### src/rtl/pdm_deserializer_if.sv
// Word handshake between the PDM deserializer (master) and its consumer (slave).
interface pdm_deserializer_if #(
  parameter int DATA_WIDTH = 16
);
  logic [DATA_WIDTH-1:0] DATA;
  logic                  VALID;
  logic                  ACK;
  logic                  OVERRUN;

  modport master (output DATA, output VALID, output OVERRUN, input ACK);
  modport slave  (input DATA, input VALID, input OVERRUN, output ACK);
endinterface

### src/rtl/pdm_deserializer.sv
// PDM microphone capture: generates PDM_CLK, samples PDM_DATA on its rising edge, packs words MSB-first.
// Optional sticky overrun detection is built when PDM_DESERIALIZER_OVERRUN_EN is defined.
module pdm_deserializer #(
  parameter int DATA_WIDTH           = 16,
  parameter int SYS_CLK_FREQ_MHZ     = 100,
  parameter int SAMPLING_CLK_FREQ_HZ = 44100
) (
  input  logic                  HCLK,
  input  logic                  HRESETn,
  input  logic                  EN,
  output logic                  PDM_CLK,
  output logic                  PDM_LRSEL,
  input  logic                  PDM_DATA,
  pdm_deserializer_if.master    bus
);

  localparam int HALF_DIV = (SYS_CLK_FREQ_MHZ * 1000000) /
                            (2 * SAMPLING_CLK_FREQ_HZ * DATA_WIDTH) - 1;
  localparam int CNT_W = (HALF_DIV < 1) ? 1 : $clog2(HALF_DIV + 1);
  localparam int BIT_W = $clog2(DATA_WIDTH);
  localparam logic [CNT_W-1:0] HALF_DIV_C = CNT_W'(HALF_DIV);
  localparam logic [BIT_W-1:0] LAST_BIT_C = BIT_W'(DATA_WIDTH - 1);

  logic [CNT_W-1:0]      cnt_q, cnt_d;
  logic                  pdm_clk_q, pdm_clk_d;
  logic [BIT_W-1:0]      bit_q, bit_d;
  logic [DATA_WIDTH-2:0] shift_q, shift_d;
  logic [DATA_WIDTH-1:0] data_q, data_d;
  logic                  valid_q, valid_d;
  logic                  sync1_q, sync2_q;
  logic                  rise_s;
  logic                  complete_s;
  logic [DATA_WIDTH-1:0] new_word_s;

  assign rise_s     = (cnt_q == HALF_DIV_C) && !pdm_clk_q;
  assign complete_s = rise_s && (bit_q == LAST_BIT_C);
  assign new_word_s = {shift_q, sync2_q};

  // Two-stage synchronizer for the asynchronous microphone bit; unaffected by EN.
  always_ff @(posedge HCLK or negedge HRESETn) begin
    if (!HRESETn) begin
      sync1_q <= 1'b0;
      sync2_q <= 1'b0;
    end else begin
      sync1_q <= PDM_DATA;
      sync2_q <= sync1_q;
    end
  end

  // Next-state logic for clock divider, bit packing and the word handshake.
  always_comb begin
    cnt_d     = cnt_q;
    pdm_clk_d = pdm_clk_q;
    bit_d     = bit_q;
    shift_d   = shift_q;
    data_d    = data_q;
    valid_d   = valid_q;
    if (!EN) begin
      cnt_d     = {CNT_W{1'b0}};
      pdm_clk_d = 1'b0;
      bit_d     = {BIT_W{1'b0}};
      shift_d   = {(DATA_WIDTH-1){1'b0}};
      data_d    = {DATA_WIDTH{1'b0}};
      valid_d   = 1'b0;
    end else begin
      if (cnt_q == HALF_DIV_C) begin
        cnt_d     = {CNT_W{1'b0}};
        pdm_clk_d = ~pdm_clk_q;
      end else begin
        cnt_d     = cnt_q + CNT_W'(1);
        pdm_clk_d = pdm_clk_q;
      end
      if (rise_s) begin
        shift_d = new_word_s[DATA_WIDTH-2:0];
      end else begin
        shift_d = shift_q;
      end
      // A completion wins over a same-edge ACK: the fresh word stays valid.
      if (complete_s) begin
        bit_d   = {BIT_W{1'b0}};
        data_d  = new_word_s;
        valid_d = 1'b1;
      end else if (rise_s) begin
        bit_d   = bit_q + BIT_W'(1);
        data_d  = data_q;
        valid_d = valid_q && !bus.ACK;
      end else begin
        bit_d   = bit_q;
        data_d  = data_q;
        valid_d = valid_q && !bus.ACK;
      end
    end
  end

  // Capture-path state registers.
  always_ff @(posedge HCLK or negedge HRESETn) begin
    if (!HRESETn) begin
      cnt_q     <= {CNT_W{1'b0}};
      pdm_clk_q <= 1'b0;
      bit_q     <= {BIT_W{1'b0}};
      shift_q   <= {(DATA_WIDTH-1){1'b0}};
      data_q    <= {DATA_WIDTH{1'b0}};
      valid_q   <= 1'b0;
    end else begin
      cnt_q     <= cnt_d;
      pdm_clk_q <= pdm_clk_d;
      bit_q     <= bit_d;
      shift_q   <= shift_d;
      data_q    <= data_d;
      valid_q   <= valid_d;
    end
  end

`ifdef PDM_DESERIALIZER_OVERRUN_EN
  logic overrun_q, overrun_d;

  // Sticky overrun: a word lands while the previous one is still unacknowledged.
  always_comb begin
    overrun_d = overrun_q;
    if (!EN) begin
      overrun_d = 1'b0;
    end else if (complete_s && valid_q && !bus.ACK) begin
      overrun_d = 1'b1;
    end else begin
      overrun_d = overrun_q;
    end
  end

  // Overrun flag register.
  always_ff @(posedge HCLK or negedge HRESETn) begin
    if (!HRESETn) begin
      overrun_q <= 1'b0;
    end else begin
      overrun_q <= overrun_d;
    end
  end

  assign bus.OVERRUN = overrun_q;
`else
  assign bus.OVERRUN = 1'b0;
`endif

  assign PDM_CLK   = pdm_clk_q;
  assign PDM_LRSEL = 1'b0;
  assign bus.DATA  = data_q;
  assign bus.VALID = valid_q;

endmodule

### src/flat_wrapper.sv
// flat-port wrapper written by rule: the top's interface ports become plain ports
module pdm_deserializer_flat 
#(
  parameter int DATA_WIDTH           = 16,
  parameter int SYS_CLK_FREQ_MHZ     = 100,
  parameter int SAMPLING_CLK_FREQ_HZ = 44100
)
  (HCLK, HRESETn, EN, PDM_CLK, PDM_LRSEL, PDM_DATA, bus_DATA, bus_VALID, bus_OVERRUN, bus_ACK);
  pdm_deserializer_if #(.DATA_WIDTH(DATA_WIDTH)) bus_i ();
  input  logic HCLK;
  input  logic HRESETn;
  input  logic EN;
  output logic PDM_CLK;
  output logic PDM_LRSEL;
  input  logic PDM_DATA;
  output wire logic [$bits(bus_i.DATA)-1:0] bus_DATA;
  output wire logic [$bits(bus_i.VALID)-1:0] bus_VALID;
  output wire logic [$bits(bus_i.OVERRUN)-1:0] bus_OVERRUN;
  input wire logic [$bits(bus_i.ACK)-1:0] bus_ACK;
  assign bus_DATA = bus_i.DATA;
  assign bus_VALID = bus_i.VALID;
  assign bus_OVERRUN = bus_i.OVERRUN;
  assign bus_i.ACK = bus_ACK;
  pdm_deserializer #(.DATA_WIDTH(DATA_WIDTH), .SYS_CLK_FREQ_MHZ(SYS_CLK_FREQ_MHZ), .SAMPLING_CLK_FREQ_HZ(SAMPLING_CLK_FREQ_HZ)) u_core (.HCLK(HCLK), .HRESETn(HRESETn), .EN(EN), .PDM_CLK(PDM_CLK), .PDM_LRSEL(PDM_LRSEL), .PDM_DATA(PDM_DATA), .bus(bus_i));
endmodule
### config.mk
export PLATFORM = sky130hd
export DESIGN_NAME = pdm_deserializer_flat
export DESIGN_NICKNAME = d
export VERILOG_FILES = /design/src/rtl/pdm_deserializer_if.sv /design/src/rtl/pdm_deserializer.sv /design/src/flat_wrapper.sv
export SDC_FILE = /design/constraint.sdc
export NUM_CORES = 1
export LEC_CHECK = 0
export CAP_MARGIN = 20
export CELL_PAD_IN_SITES_DETAIL_PLACEMENT = 0
export CELL_PAD_IN_SITES_GLOBAL_PLACEMENT = 2
export CORE_MARGIN = 5
export CORE_UTILIZATION = 35
export CTS_CLUSTER_SIZE = 16
export DETAILED_ROUTE_END_ITERATION = 10
export MAX_ROUTING_LAYER = met4
export PLACE_DENSITY = 0.82
export SYNTH_ARGS = -nofsm -noshare
export SYNTH_HDL_FRONTEND = slang
export SYNTH_SLANG_ARGS = --single-unit
### constraint.sdc
create_clock -name HCLK -period 2.18 [get_ports HCLK]
set_input_delay 0.218 -clock HCLK [delete_from_list [all_inputs] [get_ports HCLK]]
set_output_delay 0.218 -clock HCLK [all_outputs]
set_load 0.03 [all_outputs]
==> impl_metrics.csv <==
group,metric,value,unit
layout,drive_gt1_frac,0.08734,
timing,timing.fmax,593.1,MHz
grt,grt_max_degree,47,
place,finalWeightedCongestion,0.7853,
setup_path,crit_path_max_fanout,17,
synthesis,synthXorXnorAreaFrac,0.01250,
clock_network,cts_max_path_buffers,2,
place,numPortBuffers,22,
timing,min_period,1686,ps
layout,n_antenna_cell,0,
synthesis,yosysUniqueCellTypes,30,
place,dp_hpwl,2665,um
floorplan,design.die.area,7655,um^2
floorplan,ios,25,
setup_path,cp_data_arrival_time,1910,ps
drt,num_vias,1524,
drt,postRouteAntennaNets,0,
timing,slew_headroom,0.6099,
timing,hold_viol,0,
timing,tns,0,ps
job,maxCapViolations,0,
grt,antenna_found_initial,0,
timing,finalSetupViolCount,0,
layout,area_growth_syn_to_layout,18.10,%
synthesis,synthAdderAreaFrac,0.01786,
timing,fin_crit_sh,0.7734,
floorplan,die_height,87.50,um
setup_path,worstSetupPathType,"register to register",
synthesis,avgSynthCellArea,10.15,um^2
clock_network,cts_tree,"built",
drt,firstDrtPassIters,4,
synthesis,yosysSeqAreaShare,0.5476,
synthesis,yosysTopAreaCellShare,0.5476,
drt,wl,4277,um
pwr,power_frac_comb,0.039,
drt,wl_per_cell,14.07,um
clock_network,post_cts_buffers,0,
synthesis,async_reset_ff_frac,1.000,
drt,drc,0,
grt,first_global_vias,1547,
synthesis,post-synth-top-count-cell,"dfrtp_1",
synthesis,synth_top_family_by_area,"simple AND/OR/NAND/NOR gates",
floorplan,rows,28,
timing,whs,0.8263,ps
drt,drt_iter0_markers,89,
floorplan,core_area,5886,um^2
pwr,powerDensity,632.2,nW/um^2
setup_path,cp_data_required_time,2410,ps
setup_path,worstSetupStartpointType,"register",
drt,avgViaCountPerCell,5.013,
layout,nets,237,
clock_network,cts-resized-gates,0,
pwr,power.switching,327.7,uW
synthesis,synth_compound_area_frac,0.1137,
timing,rsz0062_at_grt,"false",
synthesis,yosys.area.top_type,"dfrtp_1",
floorplan,initial_utilization,0.3571,
synthesis,yosys_warnings,0,
grt,grt_pass1_wl,7514,um
clock_network,clock-sinks,46,
synthesis,syn_inst,207,
setup_path,crit_chain,"inv_1 -> ha_1 -> nand4b_1 -> nor3_4 -> buf_4 -> mux2i_1",
pwr,cellLeakagePower,1.002,nW
synthesis,synth-simple-area-share,0.1685,
run_status,status,"complete, no violations",
clock_network,clkTransAtPathRegs,90,ps
layout,finish.utilization,0.4218,
clock_network,clk_latency,300,ps
grt,track_usage,0.1290,
pwr,intPower,1.242,mW
synthesis,synth_edf_count,0,
synthesis,netlist_area,2102,um^2
pwr,ir_drop,0.2776,mV
floorplan,dieWidth,87.50,um
synthesis,synth_common_cells,"dfrtp_1 (46), nand2_1 (37), nand3_1 (21), a21oi_1 (20), o21ai_0 (19)",
setup_path,cp_num_buf_inv,2,
clock_network,cts_max_level,2,
setup_path,cp_top_family,"simple AND/OR/NAND/NOR gates",
synthesis,synthTopCellsByArea,"dfrtp_1 (55%), mux2i_1 (8.1%), nand2_1 (6.6%), nand3_1 (5.0%), a21oi_1 (4.8%)",
layout,instances_no_fill,304,
timing,slew_violations,0,
clock_network,root_buffer,"clkbuf_8",
place,dp_cells,297,
pwr,switching_share,0.2089,
synthesis,synth.ff_latch_count,46,
setup_path,cpPeakStageDelay,400,ps
timing,tightest_slew,585.2,ps
worst_hold_path,min_path_type,"primary input to async pin",
timing,finClkSkew,9.999,ps
setup_path,endpoint_kind,"register",
synthesis,ys.flop_type,"dfrtp_1",
pwr,p_seq_frac,0.550,
synthesis,synthMuxAreaShare,0.08095,
clock_network,cts_hold_buf,0,
grt,overflow,0,
clock_network,cts_buffers,5,
pwr,clockPowerShare,0.411,
place,place_ws,470.8,ps
setup_path,slowest_stage,"dfrtp_1",
timing,setup_ws,494.0,ps
-- placed cells by master (no fill, tap or decap) --
master | netlist | routed
a211oi_1 | 1 | 1
a21oi_1 | 20 | 20
and4b_1 | 1 | 1
buf_2 | 2 | 1
buf_4 | 2 | 9
bufinv_16 | 0 | 1
clkbuf_8 | 0 | 6
clkdlybuf4s50_1 | 0 | 21
clkinv_1 | 1 | 1
conb_1 | 1 | 2
dfrtp_1 | 46 | 46
ha_1 | 3 | 3
inv_1 | 1 | 1
mux2i_1 | 17 | 17
nand2_1 | 37 | 37
nand2b_1 | 2 | 2
nand3_1 | 21 | 21
nand4b_1 | 2 | 2
nor2_1 | 5 | 5
nor2b_1 | 1 | 1
nor3_2 | 1 | 1
nor3_4 | 1 | 1
o21a_1 | 1 | 1
o21ai_0 | 19 | 19
o31ai_1 | 1 | 1
o31ai_2 | 1 | 1
o32ai_1 | 1 | 1
or3_1 | 3 | 3
xnor2_1 | 1 | 1
xor2_1 | 2 | 2
-- final cells by class --
cell class	count	area (um^2)
Clock buffer	6	82.58
Clock inverter	1	30.03
Fill cell	603	3403
Inverter	2	7.507
Multi-Input combinational cell	143	834.6
Sequential cell	46	1151
Tap cell	75	93.84
Timing Repair Buffer	31	282.8
-- power groups by stage --
stage	combinational, mW	clock [mW]	sequential [mW]
floorplan	0.0317	0	0.880
global placement	0.0627	0	0.881
detailed placement	0.0632	0	0.881
CTS	0.0634	0.664	0.864
global route	0.0709	0.709	0.865
finish	0.0605	0.645	0.864
-- flip-flops by register name (all words and copies together), names as in the netlist --
| register | count |
|---|---|
| u_core.bus.DATA | 16 |
| u_core.shift_q | 15 |
| u_core.cnt_q | 7 |
| u_core.bit_q | 4 |
| u_core.PDM_CLK | 1 |
| u_core.bus.VALID | 1 |
| u_core.sync1_q | 1 |
| u_core.sync2_q | 1 |
-- metrics by stage --
stage	power, mW	instance area [um^2]
floorplan	0.9119	2106
global placement	0.9437	2370
global route	1.645	2482
CTS	1.592	2482
detailed placement	0.9442	2370
finish	1.569	2482
-- cell families (layout without fill, tap and decap cells) --
family	count (synthesis)	in the layout
AO/OA/AOI/OAI	44	44
XOR/XNOR	3	3
adder cells (fa/ha/maj)	3	3
buffers and inverters	19	40
flip-flops	46	46
multiplexers	17	17
other	1	2
AND/OR/NAND/NOR	74	74
-- metal layers --
metal  global-route usage  wire length, um
met2               0.2068             2055
met1               0.1593             2015
met3              0.03217              166
met5                    -                0
met4              0.04184               40
-- worst register-to-register path, cell delays in order, from the launching register on --
cell and delay [ps]:
dfrtp_1 400, inv_1 60, ha_1 150, nand4b_1 230, nor3_4 230, buf_4 310, mux2i_1 240
-- path summary, 6_finish.rpt --
| path | from | to | slack (ps) | cells after the start |
|---|---|---|---|---|
| max | u_core.cnt_q[1] | u_core.bus.DATA[11] | 490 | 6 |
| max in group asynchronous | HRESETn | u_core.bit_q[1] | 1780 | 2 |
| min | HRESETn | u_core.bus.DATA[15] | 0.8 | 2 |
| min in group HCLK | u_core.sync1_q | u_core.sync2_q | 350 | 0 |
| max reg2reg | u_core.cnt_q[1] | u_core.bus.DATA[11] | 490 | 6 |
| min reg2reg | u_core.sync1_q | u_core.sync2_q | 350 | 0 |
No activity file was read; power rests on OpenSTA's default activity.
